`src/rtl/ac_upsp_wbeat_pkg.sv`:
```
// Shared widths and lane extraction for the upsampler write-beat serializer.
package ac_upsp_wbeat_pkg;

    localparam int unsigned PIX_WIDTH  = 24;
    localparam int unsigned LANES      = 4;
    localparam int unsigned BEAT_WIDTH = LANES * PIX_WIDTH;

    // Lane 0 is the leftmost pixel and sits in the most significant slot.
    function automatic logic [PIX_WIDTH-1:0] lane_sel(input logic [BEAT_WIDTH-1:0] beat,
                                                      input logic [1:0] idx);
        logic [PIX_WIDTH-1:0] pix;
        case (idx)
            2'd0:    pix = beat[3*PIX_WIDTH +: PIX_WIDTH];
            2'd1:    pix = beat[2*PIX_WIDTH +: PIX_WIDTH];
            2'd2:    pix = beat[1*PIX_WIDTH +: PIX_WIDTH];
            default: pix = beat[0 +: PIX_WIDTH];
        endcase
        return pix;
    endfunction

endpackage

```
`src/rtl/ac_upsp_wbeat_serializer_fifo.sv`:
```
// Show-ahead synchronous FIFO holding whole write beats.
module ac_wbeat_fifo #(
    parameter int unsigned Width = 96,
    parameter int unsigned Depth = 4
) (
    input  logic             clk_i,
    input  logic             rst_ni,
    input  logic             push_i,
    input  logic [Width-1:0] data_i,
    input  logic             pop_i,
    output logic [Width-1:0] data_o,
    output logic             full_o,
    output logic             empty_o
);

    localparam int unsigned PtrW = (Depth > 1) ? $clog2(Depth) : 1;
    localparam int unsigned CntW = $clog2(Depth) + 1;

    logic [Width-1:0] mem_q [Depth];
    logic [PtrW-1:0]  wr_ptr_q, wr_ptr_d;
    logic [PtrW-1:0]  rd_ptr_q, rd_ptr_d;
    logic [CntW-1:0]  count_q, count_d;
    logic             do_push, do_pop;

    assign full_o  = (count_q == CntW'(Depth));
    assign empty_o = (count_q == '0);
    assign do_push = push_i & ~full_o;
    assign do_pop  = pop_i & ~empty_o;
    assign data_o  = mem_q[rd_ptr_q];

    always_comb begin
        wr_ptr_d = wr_ptr_q;
        rd_ptr_d = rd_ptr_q;
        count_d  = count_q;
        if (do_push) begin
            wr_ptr_d = (wr_ptr_q == PtrW'(Depth - 1)) ? '0 : wr_ptr_q + 1'b1;
        end
        if (do_pop) begin
            rd_ptr_d = (rd_ptr_q == PtrW'(Depth - 1)) ? '0 : rd_ptr_q + 1'b1;
        end
        case ({do_push, do_pop})
            2'b10:   count_d = count_q + 1'b1;
            2'b01:   count_d = count_q - 1'b1;
            default: count_d = count_q;
        endcase
    end

    always_ff @(posedge clk_i or negedge rst_ni) begin
        if (!rst_ni) begin
            wr_ptr_q <= '0;
            rd_ptr_q <= '0;
            count_q  <= '0;
        end else begin
            wr_ptr_q <= wr_ptr_d;
            rd_ptr_q <= rd_ptr_d;
            count_q  <= count_d;
        end
    end

    // Storage needs no reset; the count alone decides what is valid.
    always_ff @(posedge clk_i) begin
        if (do_push) begin
            mem_q[wr_ptr_q] <= data_i;
        end
    end

endmodule

```
`src/rtl/ac_upsp_wbeat_serializer.sv`:
```
// Accepts 4-pixel write beats, buffers them and emits one pixel per handshake
// with frame/line position markers.
module ac_upsp_wbeat_serializer
    import ac_upsp_wbeat_pkg::*;
#(
    parameter int unsigned BUFFER_WIDTH   = 24,
    parameter int unsigned DST_IMG_WIDTH  = 3840,
    parameter int unsigned DST_IMG_HEIGHT = 2160,
    parameter int unsigned FIFO_DEPTH     = 4
) (
    input  logic                          clk,
    input  logic                          rst_n,
    input  logic [LANES*BUFFER_WIDTH-1:0] upsp_ac_wdata,
    input  logic                          upsp_ac_wvalid,
    output logic                          ac_upsp_wready,
    output logic [BUFFER_WIDTH-1:0]       ac_pix_data,
    output logic                          ac_pix_valid,
    input  logic                          ac_pix_ready,
    output logic                          ac_pix_sof,
    output logic                          ac_pix_eol,
    output logic                          ac_frame_done
);

    localparam int unsigned ColW = (DST_IMG_WIDTH > 1) ? $clog2(DST_IMG_WIDTH) : 1;
    localparam int unsigned RowW = (DST_IMG_HEIGHT > 1) ? $clog2(DST_IMG_HEIGHT) : 1;

    logic [BEAT_WIDTH-1:0] head;
    logic                  full, empty;
    logic                  push, pop, pix_hs;
    logic                  col_last, row_last;
    logic [1:0]            lane_q, lane_d;
    logic [ColW-1:0]       col_q, col_d;
    logic [RowW-1:0]       row_q, row_d;
    logic                  frame_done_q, frame_done_d;

    assign ac_upsp_wready = ~full;
    assign push           = upsp_ac_wvalid & ~full;
    assign ac_pix_valid   = ~empty;
    assign pix_hs         = ac_pix_valid & ac_pix_ready;
    assign pop            = pix_hs & (lane_q == 2'd3);

    ac_wbeat_fifo #(
        .Width (BEAT_WIDTH),
        .Depth (FIFO_DEPTH)
    ) u_fifo (
        .clk_i   (clk),
        .rst_ni  (rst_n),
        .push_i  (push),
        .data_i  (upsp_ac_wdata),
        .pop_i   (pop),
        .data_o  (head),
        .full_o  (full),
        .empty_o (empty)
    );

    assign col_last = (col_q == ColW'(DST_IMG_WIDTH - 1));
    assign row_last = (row_q == RowW'(DST_IMG_HEIGHT - 1));

    always_comb begin
        lane_d       = lane_q;
        col_d        = col_q;
        row_d        = row_q;
        frame_done_d = 1'b0;
        if (pix_hs) begin
            lane_d = lane_q + 2'd1;
            col_d  = col_last ? '0 : col_q + 1'b1;
            if (col_last) begin
                row_d = row_last ? '0 : row_q + 1'b1;
            end
            frame_done_d = col_last & row_last;
        end
    end

    always_ff @(posedge clk or negedge rst_n) begin
        if (!rst_n) begin
            lane_q       <= '0;
            col_q        <= '0;
            row_q        <= '0;
            frame_done_q <= 1'b0;
        end else begin
            lane_q       <= lane_d;
            col_q        <= col_d;
            row_q        <= row_d;
            frame_done_q <= frame_done_d;
        end
    end

    // Data is forced to zero while nothing is queued so reset/idle output is clean.
    assign ac_pix_data   = ac_pix_valid ? lane_sel(head, lane_q) : '0;
    assign ac_pix_sof    = ac_pix_valid & (col_q == '0) & (row_q == '0);
    assign ac_pix_eol    = ac_pix_valid & col_last;
    assign ac_frame_done = frame_done_q;

endmodule

```
`config.mk`:
```
export PLATFORM = sky130hd
export DESIGN_NAME = ac_upsp_wbeat_serializer
export DESIGN_NICKNAME = d
export VERILOG_FILES = /design/src/rtl/ac_upsp_wbeat_pkg.sv /design/src/rtl/ac_upsp_wbeat_serializer_fifo.sv /design/src/rtl/ac_upsp_wbeat_serializer.sv
export SDC_FILE = /design/constraint.sdc
export NUM_CORES = 1
export LEC_CHECK = 0
export CORE_AREA = 8 8 174 176
export CTS_BUF_LIST = sky130_fd_sc_hd__clkbuf_2 sky130_fd_sc_hd__clkbuf_4 sky130_fd_sc_hd__clkbuf_8
export DETAILED_ROUTE_END_ITERATION = 10
export DIE_AREA = 0 0 182 184
export GPL_ROUTABILITY_DRIVEN = 0
export PLACE_DENSITY = 0.79
export SYNTH_ARGS = -nofsm -noshare
export SYNTH_HDL_FRONTEND = slang
export SYNTH_SLANG_ARGS = --single-unit
```
`constraint.sdc`:
```
create_clock -name clk -period 3.7 [get_ports clk]
set_input_delay 0.37 -clock clk [delete_from_list [all_inputs] [get_ports clk]]
set_output_delay 0.37 -clock clk [all_outputs]
set_load 0.02 [all_outputs]
```
==> run summary, run 1 <==
Layout area overhead: 19.7%
clock root buffer: clkbuf_8
wire per inst: 24.1 um
hold buffer count at CTS: 0
Max-Slew Margin vs Limit: 40.9%
final setup fails: 0
drt drc: 0
# Max-Cap Violations: 0
RSZ-0062 raised after global routing: false
HPWL Detailed: 20,400 um
Die ar.: 0.0335 mm2
Design Area, Final: 0.0195 mm2
Reg power frac: 42.8%
final net count: 1,099
setup TNS: 0 ns
Critical Path RT: 3.33 ns
Final Max Tran Viols: 0
# IOs: 129
vias in the first global route: 8,949
run status: complete, no violations
number of synthesized flops with an enable pin: 384
worst-margin pin slew: 0.887 ns
initial drt markers: 727
# clock sinks: 418
Max Freq: 0.291 GHz
Post-synth ARST share: 8.13%
switching share of power: 30.5%
Leakage: 0.00646 uW
skew final: 0.0273 ns
final hold viol count: 0
Core ar.: 0.0275 mm2
top post-synthesis cells by area: edfxtp_1 (71%), mux4_2 (13%), dfrtp_1 (5.2%), a222oi_1 (1.5%), ha_1 (1.2%)
dpl cell area: 0.0182 mm2
CP startpoint: u_fifo.rd_ptr_q[0]
routed vias: 8,486
CP Launch Type: flip-flop
crit-path max FO: 31
leading area contributor after synthesis: edfxtp_1
site row count: 61
power per cell area: 784 mW/mm2
crit share post-route: 92.9%
Setup crit end kind: output port
CTS Buffer Depth: 3
total wire length: 33,100 um
GR Overflow Total: 0
clk_lat worst skew: 0.56 ns
arrival time at the worst endpoint: 3.07 ns
share of post-route cells with drive strength above 1: 24.6%
Hold/Removal Path Class: input pin to async pin
synthesis-stage register bit count: 418
post-route antenna net violation count: 0
Final Critical Period: 3.44 ns
Synthesized Nets: 910
Initial Utilization: 59.3%
CTS tree: yes
first-pass GRT wire length: 51,200 um
antenna violations before repair: 3
CTS Buf Count: 68
YS warnings: 0
die height: 184 um
CP Class: flip-flop to output port
clock slew at reported path FFs: 0.06 ns
Clk pwr share: 24.4%
sw power: 4660 uW
Hold Slack: 0.257 ns
GRT Overall Usage: 19.9%
Post-Synthesis Cells: 794
Post-Syn Area: 0.0163 mm2
Syn Area/Cell: 20.5 um2
sequential fraction of the synthesis area: 75.9%
Die W: 182 um
First-pass DRT Iterations: 7
largest net degree at the start of global routing: 60
internal power: 10,600 uW
Via density: 6.17
Combinational Power Share: 32.8%
distinct cell type count after synthesis: 42
R2R Path Start: u_fifo.count_q[2]
Synth top area share: 70.7%
fin util: 71.1%
I/O Buffers: 128
# H-tree levels: 3
Main synth FF type: edfxtp_1
Peak VDD IR: 576 uV
[cell type report]
cell class,instances,area [um2]
flip-flops and latches,418,12400
fillers,1665,7950
multi-input cells,316,3700
repair buffers,161,1660
clock buffers,97,1180
well taps,346,433
clock inverters,16,92.6
inverters,18,67.6
diodes,3,7.51
[Yosys cell counts, drive strengths merged (2+ instances only)]
master	count
nor3	5
inv	18
and3	6
ha	15
mux4	96
nor2	15
nand3	16
clkbuf	27
dfrtp	34
o21ai	32
a211oi	2
edfxtp	384
o31ai	4
a222oi	24
buf	15
xor2	2
o22ai	2
or3	3
nand4	7
a21oi	25
nand2	14
xnor2	13
nor4	11
nor4b	2
or4	3
and2	2
mux2	5
[through the flow]
stage               cells  total power [uW]  setup WS (ns)
detailed placement   1254             11700          0.687
CTS                  1367             15400         0.0723
global route         1374             16000          0.103
finish               1375             15300          0.261
floorplan             794              9750          0.198
global placement     1254             11600          0.710
[repair_timing]
action	in CTS	in global routing
buffers inserted	0	5
resized for setup	0	1
setup endpoints to repair	0	4
[registers in the layout (all words and copies together), names as in the netlist]
register         cells
u_fifo.wr_ptr_q      2
u_fifo.count_q       3
ac_frame_done        1
row_q               12
col_q               12
u_fifo.rd_ptr_q      2
lane_q               2
u_fifo.mem_q       384
[routing by layer]
layer | vias to the layer above | global-route usage [%] | routed length, um
li1 | 3731 | - | -
met1 | 4366 | 26.2 | 13500
met2 | 338 | 32.7 | 16600
met3 | 49 | 4.62 | 2360
met4 | 2 | 6.63 | 628
met5 | - | 0 | 8
[placed cells by master (no fill, tap or decap), types with 2 or more instances in the layout]
cell type        netlist  final
a211oi_1               2      2
a21oi_1               25     25
a222oi_1              24     24
and2_1                 2      2
and3_4                 0      4
buf_12                 0     10
buf_4                  0     22
clkbuf_4               0     25
clkbuf_8               0     72
clkdlybuf4s50_1        0    128
clkinv_1               0      5
clkinv_2               0      5
clkinvlp_4             0      3
dfrtp_1               34     32
dfrtp_4                0      2
diode_2                0      3
edfxtp_1             384    384
ha_1                  15     15
inv_1                 18     17
inv_6                  0      3
mux2_2                 5      5
mux4_2                96     96
nand2_1               14     14
nand3_1               16     16
nand4_1                7      7
nor2_1                15     15
nor3_1                 5      5
nor4_1                11     11
nor4b_1                2      2
o21ai_0               32     32
o22ai_1                2      2
o31ai_1                4      4
or3_1                  3      3
or4_1                  2      2
xnor2_1               13     13
xor2_1                 2      2
[cell families (layout without fill, tap and decap cells)]
| group | count (synthesis) | after routing | synth area share [%] |
|---|---|---|---|
| adders and majority gates | 16 | 16 | 1.27 |
| DFF | 418 | 418 | 75.9 |
| xor gates and xnor gates | 15 | 15 | 0.806 |
| other | 0 | 3 | 0 |
| AOI/OAI and AO/OA | 96 | 96 | 3.98 |
| muxes | 101 | 101 | 13.6 |
| and+or+nand+nor | 88 | 88 | 2.90 |
| buffers and inverters | 60 | 292 | 1.50 |
[power by group through the flow]
stage | clock [uW] | sequential [uW] | combinational (uW)
floorplan | 0 | 6520 | 3230
global placement | 0 | 6610 | 4980
detailed placement | 0 | 6680 | 5020
CTS | 3820 | 6580 | 5040
global route | 4010 | 6630 | 5380
finish | 3730 | 6550 | 5020
[path summary, 6_finish.rpt]
check,slack [ns],to,cells after the start
setup / recovery,0.26,ac_pix_data[5],5
hold / removal,0.26,row_q[3],1
setup reg to reg,1.23,u_fifo.count_q[1],9
hold reg to reg,0.49,row_q[10],1
max in group asynchronous,2.79,u_fifo.wr_ptr_q[0],2
min in group clk,0.44,u_fifo.mem_q[0][18],1
[worst max-delay path, stage by stage (launching register included)]
cell and delay (ns):
dfrtp_4 0.55, buf_12 0.29, mux4_2 0.53, a222oi_1 0.41, a21oi_1 0.13, clkdlybuf4s50_1 0.57
Note: power is estimated with default switching activity, not from simulation.
==> inputs of run 2 (changes only) <==
Settings changed: CAP_MARGIN from default to 5, CORE_AREA 8 8 174 176 to 3 3 169 171, DIE_AREA 0 0 182 184 to 0 0 172 174.
==> run 2 against run 1 <==
Net effect: first-iteration DRC count increased by 24%; utilization is 1.1 points higher; sequential share of layout area increased by 0.10 points; sequential power shrank 0.9%; global-route usage increased by 2.5 points; cell area is 0.16% lower; critical path type unchanged; register-to-register slack got worse by 0.40 ns; largest cell class unchanged; cell count decreased by 1.3%; die area shrank 11%; via count down 0.38%.
==> run summary, run 2 (synthesis gave the netlist of run 1 again) <==
run status: complete, no violations
die height: 174 um (-5.4%)
drt drc: 0 (unchanged)
clk_lat worst skew: 0.56 ns (about the same)
worst-margin pin slew: 0.868 ns (-0.0186 ns)
clock slew at reported path FFs: 0.06 ns (about the same)
crit share post-route: 94.1% (+1.2 points)
Design Area, Final: 0.0195 mm2 (-0.16%)
share of post-route cells with drive strength above 1: 23.4% (-1.1 points)
total wire length: 32,500 um (-1.7%)
layout filler cell count: 1,615 (-3.0%)
Setup crit end kind: output port
site row count: 60 (-1.6%)
R2R Path Start: u_fifo.count_q[2]
Core ar.: 0.0270 mm2 (-1.6%)
Worst Path Buf+Inv: 2 (unchanged)
initial drt markers: 899 (+24%)
Crit path max-delay family: buffers and inverters
wire per inst: 24.0 um (-0.36%)
arrival time at the worst endpoint: 3.11 ns (+0.04 ns)
Die ar.: 0.0299 mm2 (-11%)
worst-path cell chain: buf_12, mux4_2, a222oi_1, a21oi_1, clkdlybuf4s50_1
Die W: 172 um (-5.5%)
slowest CP cell: dfrtp_4
CTS tree: yes
skew final: 0.0208 ns (-0.00656 ns)
pre-CTS setup slack: 0.606 ns (-0.0815 ns)
ant diodes: 0 (-3)
crit-path max cell delay: 0.64 ns (+0.07 ns)
Initial Utilization: 60.3% (+0.99 points)
dpl cell area: 0.0182 mm2 (about the same)
GRT Overall Usage: 22.4% (+2.5 points)
Peak VDD IR: 437 uV (-24%)
vias in the first global route: 8,961 (+0.13%)
Layout area overhead: 19.6%
RSZ-0062 raised after global routing: false
Max Freq: 0.287 GHz (-1.3%)
hold buffer count at CTS: 0 (unchanged)
Reg2Reg Setup Slack: 0.83 ns (-0.40 ns)
Register Area: 0.0124 mm2 (unchanged)
I/O Buffers: 128 (unchanged)
antenna violations before repair: 0 (-3)
Via density: 6.23 (+0.94%)
# IOs: 129 (unchanged)
Final Critical Period: 3.48 ns (+0.0440 ns)
Critical Path RT: 3.33 ns (about the same)
CP Class: flip-flop to output port
post-route antenna net violation count: 0 (unchanged)
final net count: 1,089 (-0.91%)
Max-Slew Margin vs Limit: 41.6% (+0.71 points)
Largest Register: u_fifo.mem_q
# clock sinks: 418 (unchanged)
CP Launch Type: flip-flop
final hold viol count: 0 (unchanged)
area occupied by multi-input gates: 0.00370 mm2 (unchanged)
# Max-Cap Violations: 0 (unchanged)
commonest cells after routing, fill and taps aside: edfxtp_1 (384), clkdlybuf4s50_1 (128), mux4_2 (96)
crit-path max FO: 24 (-23%)
Hold/Removal Path Class: input pin to async pin
Largest register FFs: 384 (unchanged)
setup TNS: 0 ns (unchanged)
Leakage: 0.00643 uW (-0.38%)
CTS Buf Count: 66 (-2.9%)
HPWL Detailed: 19,600 um (-4.1%)
Worst Reg2Reg Path Length in Cells: 9 (unchanged)
Tot Pwr: 15,300 uW (+0.29%)
Final Max Tran Viols: 0 (unchanged)
Reg-to-Reg End: u_fifo.count_q[1]
# H-tree levels: 3 (unchanged)
GR Overflow Total: 0 (unchanged)
routed vias: 8,454 (-0.38%)
First-pass DRT Iterations: 5 (-2)
most common cell after layout, fill and taps aside: edfxtp_1
power per cell area: 787 mW/mm2 (+0.45%)
clock root buffer: clkbuf_8
CTS Buffer Depth: 3 (unchanged)
top flop regs: u_fifo.mem_q (384), col_q (12), row_q (12)
Hold Slack: 0.284 ns (+0.0270 ns)
first-pass GRT wire length: 51,000 um (-0.46%)
final setup fails: 0 (unchanged)
largest net degree at the start of global routing: 74 (+23%)
min setup slack post-route: 0.217 ns (-0.0440 ns)
-- run 2: worst max path at each step --
| stage | cells past startpoint | end | slack, ns | startpoint |
|---|---|---|---|---|
| CTS | 5 | ac_pix_data[13] | 0.14 | u_fifo.rd_ptr_q[0] |
| detailed placement | 5 | ac_pix_data[13] | 0.61 | u_fifo.rd_ptr_q[0] |
| global placement | 5 | ac_pix_data[21] | 0.63 | u_fifo.rd_ptr_q[0] |
| global route | 5 | ac_pix_data[22] | 0.008 | u_fifo.rd_ptr_q[0] |
| finish | 5 | ac_pix_data[13] | 0.22 | u_fifo.rd_ptr_q[0] |
| floorplan | 3 | u_fifo.mem_q[0][0] | 0.20 | u_fifo.count_q[0] |
-- run 2: metal layers --
metal	GRT usage (%)	part of all wire, %	routed length (um)
met2	36.0	51	16500
met5	0	0	0
met3	4.78	7.1	2310
met1	31.4	40	13100
met4	7.12	2.0	643
-- run 2: through the flow --
stage | instances | util (%)
CTS | 1357 | 72.1
finish | 1357 | 72.1
floorplan | 794 | -
detailed placement | 1245 | 67.4
global placement | 1245 | 67.4
global route | 1357 | 72.1
-- run 2: power by group --
part	total [uW]	internal (uW)	leakage, uW	switching, uW
Combinational	5120	2420	0.00182	2710
Clock	3730	2080	0.000674	1650
Sequential	6490	6190	0.00394	309
-- run 2: area by class of cell --
| type | count | share of cell area (%) |
|---|---|---|
| Sequential cell | 418 | 63.6 |
| Multi-Input combinational cell | 316 | 19.0 |
| Timing Repair Buffer | 153 | 8.47 |
| Clock buffer | 97 | 5.95 |
| Tap cell | 341 | 2.19 |
| Clock inverter | 14 | 0.513 |
| Inverter | 18 | 0.347 |
-- run 2: repair_timing --
item,in CTS,in global routing
resized for setup,0,0
setup buffers,1,0
setup endpoints to repair,1,0
==> inputs of run 3 (changes only) <==
Settings changed: CORE_AREA 3 3 169 171 to 3 3 162 179, DIE_AREA 0 0 172 174 to 0 0 165 182.
==> run 3 against run 2 <==
Net effect: global-route usage is 0.14 points higher; routed wire length is 1.3% higher; sequential cell count stayed put; setup slack worse by 0.0025 ns; clock skew is 0.0076 ns higher; die area is 0.34% higher; fmax hardly changed; combinational power is 1% lower; largest power group unchanged; sequential power is 0.6% higher; register-to-register slack better by 0.29 ns; non-clock buffer count is 3 higher; highest routed layer unchanged; worst hold slack worse by 0.031 ns.
==> run summary, run 3 (synthesis gave the netlist of run 1 again) <==
worst-margin pin slew: 0.832 ns (-0.0363 ns)
hold buffer count at CTS: 0 (unchanged)
crit-path max FO: 11 (-54%)
switching share of power: 30.9% (+0.47 points)
Hold Slack: 0.253 ns (-0.0308 ns)
most common cell after layout, fill and taps aside: edfxtp_1
Leakage: 0.00641 uW (-0.30%)
largest net degree at the start of global routing: 97 (+31%)
Register Area: 0.0124 mm2 (unchanged)
commonest cells after routing, fill and taps aside: edfxtp_1 (384), clkdlybuf4s50_1 (128), mux4_2 (96)
final hold viol count: 0 (unchanged)
vias in the first global route: 9,029 (+0.76%)
crit share post-route: 94.2% (about the same)
Combinational Power Share: 33.2% (-0.2 points)
clk_lat worst skew: 0.57 ns (about the same)
Reg power frac: 42.7% (+0.4 points)
internal power: 10,600 uW (-1.1%)
area occupied by multi-input gates: 0.00370 mm2 (unchanged)
Max-Slew Margin vs Limit: 44.0% (+2.4 points)
GRT Overall Usage: 22.6% (+0.14 points)
setup TNS: 0 ns (unchanged)
# H-tree levels: 3 (unchanged)
die height: 182 um (+4.6%)
final net count: 1,093 (+0.37%)
sw power: 4720 uW (+1.1%)
drt drc: 0 (unchanged)
site row count: 63 (+5.0%)
Clk pwr share: 24.1% (-0.2 points)
Final Max Tran Viols: 0 (unchanged)
routed vias: 8,490 (+0.43%)
initial drt markers: 1,006 (+12%)
# IOs: 129 (unchanged)
Setup crit end kind: output port
RSZ-0062 raised after global routing: false
CTS Buf Count: 67 (+1.5%)
Largest register FFs: 384 (unchanged)
Max Freq: 0.287 GHz (about the same)
slowest CP cell: dfrtp_4
power per cell area: 783 mW/mm2 (-0.52%)
final setup fails: 0 (unchanged)
Critical Path RT: 3.33 ns (about the same)
Initial Utilization: 60.0% (-0.37 points)
First-pass DRT Iterations: 6 (+1)
Die W: 165 um (-4.1%)
# Max-Cap Violations: 0 (unchanged)
layout filler cell count: 1,665 (+3.1%)
# clock sinks: 418 (unchanged)
Core ar.: 0.0272 mm2 (+0.62%)
CP Launch Type: flip-flop
worst-path cell chain: buf_4, mux4_2, a222oi_1, a21oi_1, clkdlybuf4s50_1
HPWL Detailed: 19,500 um (-0.34%)
antenna violations before repair: 5 (+5)
clock slew at reported path FFs: 0.07 ns (about the same)
top flop regs: u_fifo.mem_q (384), col_q (12), row_q (12)
crit-path max cell delay: 0.61 ns (-0.03 ns)
Via density: 6.10 (-2.0%)
Final Critical Period: 3.49 ns (+0.00251 ns)
I/O Buffers: 128 (unchanged)
wire per inst: 23.7 um (-1.2%)
post-route antenna net violation count: 0 (unchanged)
share of post-route cells with drive strength above 1: 23.1% (-0.30 points)
Layout area overhead: 19.7% (about the same)
first-pass GRT wire length: 51,100 um (+0.22%)
Hold/Removal Path Class: input pin to async pin
Peak VDD IR: 470 uV (+7.6%)
arrival time at the worst endpoint: 3.12 ns (about the same)
Resized Gates After CTS: 0 (unchanged)
CP Class: flip-flop to output port
run status: complete, no violations
Largest Register: u_fifo.mem_q
GR Overflow Total: 0 (unchanged)
CTS Buffer Depth: 3 (unchanged)
Die ar.: 0.0300 mm2 (+0.34%)
skew final: 0.0284 ns (+0.00758 ns)
clock root buffer: clkbuf_8
total wire length: 32,900 um (+1.3%)
CTS tree: yes
-- run 3: critical path, delay by kind of cell (launching register included) --
| kind | cells | cell delay [ns] |
|---|---|---|
| flip-flops | 1 | 0.61 |
| multiplexers | 1 | 0.52 |
| buffers and inverters | 2 | 0.84 |
| AO/OA/AOI/OAI | 2 | 0.58 |
-- run 3: worst paths after layout --
| check | cells after the start | endpoint | startpoint | slack, ns |
|---|---|---|---|---|
| max in group asynchronous | 2 | col_q[3] | rst_n | 2.80 |
| setup / recovery | 5 | ac_pix_data[21] | u_fifo.rd_ptr_q[0] | 0.21 |
| hold reg to reg | 1 | row_q[10] | row_q[10] | 0.50 |
| setup reg to reg | 9 | u_fifo.count_q[1] | u_fifo.count_q[2] | 1.12 |
| hold / removal | 1 | lane_q[0] | rst_n | 0.25 |
| min in group clk | 1 | u_fifo.mem_q[3][64] | upsp_ac_wdata[64] | 0.43 |
-- run 3: per-stage QoR --
step	cell area (um2)	power, uW	setup slack (ns)	util (%)	instances
2_1_floorplan	16300	9750	0.198	-	794
3_3_place_gp	18200	11600	0.620	66.9	1263
3_5_place_dp	18200	11700	0.618	66.9	1263
4_1_cts	19500	15400	0.123	71.6	1385
5_1_grt	19500	16000	0.0164	71.7	1391
6_report	19500	15300	0.215	71.7	1391
-- run 3: final cells by class --
class                   instances  share of cell area [%]
diodes                          5                  0.0641
multi-input cells             316                    19.0
flip-flops and latches        418                    63.5
clock inverters                29                   0.693
repair buffers                156                    8.36
well taps                     357                    2.29
clock buffers                  92                    5.78
inverters                      18                   0.346
-- run 3: per-layer routing --
| layer | part of all wire [%] | vias up | track usage, % | wire (um) |
|---|---|---|---|---|
| met3 | 6.2 | 68 | 3.99 | 2050 |
| met5 | 0 | - | 0 | 0 |
| met4 | 2.3 | 0 | 8.72 | 767 |
| met1 | 39 | 4340 | 29.9 | 13000 |
| li1 | - | 3730 | - | - |
| met2 | 52 | 352 | 37.7 | 17200 |
-- run 3: repair_timing --
action,4_1_cts,5_1_grt
endpoints found under the hold margin,0,0
buffers inserted,1,1
setup endpoints to repair,1,2
pin swaps,0,0
-- run 3: power by group through the flow --
stage / clock (uW) / combinational, uW / sequential (uW)
6_report: 3680 / 5070 / 6530
5_1_grt: 3990 / 5430 / 6610
3_3_place_gp: 0 / 4960 / 6630
4_1_cts: 3780 / 5100 / 6560
2_1_floorplan: 0 / 3230 / 6520
3_5_place_dp: 0 / 5020 / 6680
